--- src/rtl/sum_bcd_display.sv ---
// Sequential double-dabble binary-to-BCD converter with two-digit
// seven-segment output (ones on HEX0, tens on HEX1 with leading-zero blanking).
module sum_bcd_display #(
    parameter int WIDTH          = 5,
    parameter bit SEG_ACTIVE_LOW = 1'b1
) (
    input  logic             CLOCK_50,
    input  logic             RESET,
    input  logic             START,
    input  logic [WIDTH-1:0] SUM,
    output logic             BUSY,
    output logic             DONE,
    output logic [7:0]       BCD,
    output logic [6:0]       HEX0,
    output logic [6:0]       HEX1
);

    typedef enum logic {IDLE, SHIFT} state_t;

    localparam logic [6:0] BLANK    = SEG_ACTIVE_LOW ? 7'h7F : 7'h00;
    localparam logic [2:0] LAST_ITR = 3'(WIDTH - 1);

    state_t           state_q;
    logic [3:0]       tens_q, ones_q;
    logic [WIDTH-1:0] bin_q;
    logic [2:0]       cnt_q;
    logic             busy_q, done_q;
    logic [7:0]       bcd_q;
    logic [6:0]       hex0_q, hex1_q;

    logic [3:0]       tens_adj, ones_adj;
    logic [WIDTH+7:0] sh_d;
    logic [3:0]       tens_d, ones_d;
    logic [WIDTH-1:0] bin_d;

    // Active-low pattern table, g..a; polarity applied afterwards
    function automatic logic [6:0] seg7(input logic [3:0] d);
        logic [6:0] s;
        case (d)
            4'd0:    s = 7'b1000000;
            4'd1:    s = 7'b1111001;
            4'd2:    s = 7'b0100100;
            4'd3:    s = 7'b0110000;
            4'd4:    s = 7'b0011001;
            4'd5:    s = 7'b0010010;
            4'd6:    s = 7'b0000010;
            4'd7:    s = 7'b1111000;
            4'd8:    s = 7'b0000000;
            4'd9:    s = 7'b0010000;
            default: s = 7'b1111111;
        endcase
        return SEG_ACTIVE_LOW ? s : ~s;
    endfunction

    always_comb begin
        tens_adj = (tens_q >= 4'd5) ? tens_q + 4'd3 : tens_q;
        ones_adj = (ones_q >= 4'd5) ? ones_q + 4'd3 : ones_q;
        sh_d     = {tens_adj, ones_adj, bin_q} << 1;
        tens_d   = sh_d[WIDTH+7:WIDTH+4];
        ones_d   = sh_d[WIDTH+3:WIDTH];
        bin_d    = sh_d[WIDTH-1:0];
    end

    always_ff @(posedge CLOCK_50) begin
        if (RESET) begin
            state_q <= IDLE;
            tens_q  <= '0;
            ones_q  <= '0;
            bin_q   <= '0;
            cnt_q   <= '0;
            busy_q  <= 1'b0;
            done_q  <= 1'b0;
            bcd_q   <= 8'h00;
            hex0_q  <= BLANK;
            hex1_q  <= BLANK;
        end else begin
            done_q <= 1'b0;
            case (state_q)
                IDLE: begin
                    if (START) begin
                        bin_q   <= SUM;
                        tens_q  <= '0;
                        ones_q  <= '0;
                        cnt_q   <= '0;
                        busy_q  <= 1'b1;
                        state_q <= SHIFT;
                    end
                end
                SHIFT: begin
                    tens_q <= tens_d;
                    ones_q <= ones_d;
                    bin_q  <= bin_d;
                    cnt_q  <= cnt_q + 3'd1;
                    if (cnt_q == LAST_ITR) begin
                        bcd_q   <= {tens_d, ones_d};
                        hex0_q  <= seg7(ones_d);
                        hex1_q  <= (tens_d == 4'd0) ? BLANK : seg7(tens_d);
                        busy_q  <= 1'b0;
                        done_q  <= 1'b1;
                        state_q <= IDLE;
                    end
                end
                default: state_q <= IDLE;
            endcase
        end
    end

    assign BUSY = busy_q;
    assign DONE = done_q;
    assign BCD  = bcd_q;
    assign HEX0 = hex0_q;
    assign HEX1 = hex1_q;

endmodule

--- config.mk ---
export PLATFORM = sky130hd
export DESIGN_NAME = sum_bcd_display
export DESIGN_NICKNAME = d
export VERILOG_FILES = /design/src/rtl/sum_bcd_display.sv
export SDC_FILE = /design/constraint.sdc
export NUM_CORES = 1
export LEC_CHECK = 0
export CORE_UTILIZATION = 48
export CTS_CLUSTER_DIAMETER = 60
export DETAILED_ROUTE_END_ITERATION = 10
export HOLD_SLACK_MARGIN = 0.03
export PLACE_DENSITY = 0.79
export SLEW_MARGIN = 25
export SYNTH_ARGS = -nofsm -noshare
export SYNTH_HDL_FRONTEND = slang
export SYNTH_SLANG_ARGS = --single-unit
--- constraint.sdc ---
create_clock -name CLOCK_50 -period 2.1 [get_ports CLOCK_50]
set_clock_uncertainty 0.05 [all_clocks]
set_input_delay 0.525 -clock CLOCK_50 [delete_from_list [all_inputs] [get_ports CLOCK_50]]
set_output_delay 0.525 -clock CLOCK_50 [all_outputs]
set_load 0.05 [all_outputs]
==> reports/results.tsv <==
metric	value	unit
worst IR drop on VDD	0.333	mV
Area Growth Syn to Fin	45.4	%
clock buffer depth	2	
Netlist Area Pre-Place	2050	µm²
Util after Layout	73.5	%
GRT overflow	0	
number of synthesized flops with an enable pin	0	
Overall Global Routing Usage	23.9	%
CTS buffer count	5	
vias in the first global route	1830	
drt wl/cell	14.5	µm
Synth Instances	247	
ys async rst share	0	%
die area	4540	µm²
Max Cap Violations	0	
clock-pin transition on the worst setup and hold timing paths	80	ps
GRT busiest layer	met2	
Period minus WS final	2100	ps
final hold violation count	0	
crit share post-route	100	%
DP HPWL	3390	µm
number of antenna violations at the first check in global routing	0	
WL final	5260	µm
syn avg cell area	8.31	µm²
static leakage	1.16	nW
Layout Cells excl Fill	363	
CP max FO	4	
worst setup path start	ones_q[1]	
Post-route DRC	0	
status	complete, no violations	
max-slew violation count	0	
total chip power	1.48	mW
ANT nets after route	0	
via-per-instance ratio	5.59	
HP Class	reg2reg	
layout cells sized above 1	28.4	%
placed instance count	344	
CTS Hold Bufs	0	
Cell Area, Placed	2630	µm²
PortBufs	31	
Skew-Pair Late Insertion Delay	300	ps
cell area power density	496	nW/µm²
Inserted Diodes	0	
H-Tree Depth	2	
met1 Usage GRT	28.6	%
CP Launch Type	flop	
critical path type	reg2reg	
starting DRC count in detailed routing	189	
#FFs+latches synth	41	
grt met3 use	6.25	%
unique cell type count in the Yosys netlist	43	
Arrival @ worst endpoint	2240	ps
Final setup viols	0	
Hold WS	415	ps
Die Span Y	67.4	µm
Fmax	0.476	GHz
first-pass GRT wire length	8070	µm
CTS root buf	clkbuf_8	
CTS tree	built	
RSZ-0062 raised after global routing	true	
core area	4060	µm²
starting density of the core	50.6	%
Post-Synthesis Net Count	269	
via count	2030	
Max-slew headroom	63.2	%
pin count of the biggest net entering global routing	33	
Critical Path End Type	flop	
Synth Warn #	0	
Final Cell Area	2980	µm²
worst reg2reg path startpoint	ones_q[1]	
global placement routability congestion	0.814	
register area share after synthesis	40.0	%
CTS sink count	41	
IO Pins	32	
fin nets	334	
flop-to-flop setup slack	0.9	ps
hold path startpoint	BCD[5]	
total iterations of the first detailed-routing run	4	
Die W	67.4	µm
Synth Flop Type	dfxtp_1	
global routing usage on met2	39.8	%
worst-margin pin slew	552	ps
FP Rows	23	
required time worst endpoint	2240	ps
path summary, 6_finish.rpt:
check / endpoint / depth (start not counted)
setup reg to reg: HEX1[5] / 10
hold reg to reg: BCD[5] / 2
hold / removal: BCD[5] / 2
setup / recovery: HEX1[5] / 10
registers in the layout (all words and copies together), names as in the netlist:
| signal | cells |
|---|---|
| DONE | 1 |
| state_q | 1 |
| cnt_q | 3 |
| ones_q | 4 |
| tens_q | 4 |
| BUSY | 1 |
| BCD | 8 |
| HEX1 | 7 |
| bin_q | 5 |
| HEX0 | 7 |
critical path: stages, from the launching register on:
cell,delay (ps)
dfxtp_2,370
inv_4,60
ha_4,150
and2b_2,240
nor3_2,50
a21oi_2,210
inv_2,100
ha_4,170
o31ai_4,200
a21oi_1,80
o32a_1,320
what timing repair did:
action	4_1_cts	5_1_grt
setup endpoints to repair	6	13
pin swaps	3	13
setup buffers	4	7
gates resized for setup	12	30
through the flow:
step           worst slack, ps  setup TNS [ps]
3_3_place_gp             -8.89           -14.0
4_1_cts                   2.64               0
5_1_grt                   -131            -563
3_5_place_dp             -90.8            -367
2_1_floorplan             8.20               0
6_report                 0.874               0
cell usage in the layout (no fill, tap or decap), drive strengths merged, types with 3 or more instances in the layout:
| master | Yosys | layout |
|---|---|---|
| a31oi | 4 | 4 |
| clkdlybuf4s50 | 0 | 31 |
| buf | 6 | 42 |
| o32a | 4 | 4 |
| nor2 | 33 | 33 |
| inv | 13 | 13 |
| nand2 | 16 | 16 |
| nor3 | 10 | 10 |
| nand2b | 4 | 4 |
| mux2i | 7 | 7 |
| a211oi | 5 | 5 |
| clkbuf | 9 | 7 |
| nand3 | 3 | 3 |
| ha | 14 | 14 |
| o31ai | 4 | 4 |
| nor3b | 6 | 6 |
| dfxtp | 41 | 41 |
| o21ai | 10 | 10 |
| a21oi | 35 | 35 |
synthesized netlist by cell type, types with 2 or more instances:
cell type / count / area [µm²]
a211o_1: 2 / 17.5
a211oi_1: 4 / 30.0
a21oi_1: 34 / 170
a31oi_1: 4 / 25.0
buf_1: 3 / 11.3
buf_2: 3 / 15.0
clkbuf_1: 9 / 33.8
dfxtp_1: 41 / 821
ha_1: 14 / 175
inv_1: 13 / 48.8
mux2i_1: 7 / 70.1
nand2_1: 16 / 60.1
nand2b_1: 4 / 25.0
nand3_1: 3 / 15.0
nor2_1: 33 / 124
nor3_1: 10 / 50.1
nor3b_1: 6 / 45.0
o211ai_1: 2 / 15.0
o21ai_0: 9 / 45.0
o22a_1: 2 / 17.5
o31ai_1: 3 / 22.5
o32a_1: 4 / 40.0
cell type report:
type                            count  area [µm²]
Clock buffer                        7        96.3
Fill cell                         308        1070
Inverter                           13        53.8
Tap cell                           50        62.6
Clock inverter                      1        5.00
Sequential cell                    41         831
Multi-Input combinational cell    178        1310
Timing Repair Buffer               73         629
cells by family after synthesis:
| family | after synthesis | synth area share [%] |
|---|---|---|
| AND/OR/NAND/NOR | 80 | 18.2 |
| adder cells (fa/ha/maj) | 14 | 8.54 |
| buffers and inverters | 28 | 5.30 |
| AO/OA/AOI/OAI | 76 | 24.1 |
| multiplexers | 7 | 3.41 |
| flip-flops | 41 | 40.0 |
| XOR/XNOR | 1 | 0.427 |
metal layers:
metal,vias to the layer above,wire (µm)
met5,-,0
met4,0,132
met3,12,269
met2,70,2540
met1,944,2310
li1,1004,-
power by group:
group	switching, mW	total, mW	internal (mW)	leakage (nW)
logic	0.0652	0.116	0.0509	0.769
registers	0.00948	0.795	0.786	0.335
clock network	0.271	0.568	0.297	0.0542
total	0.346	1.48	1.13	1.16
(Power assumes the default switching activity.)
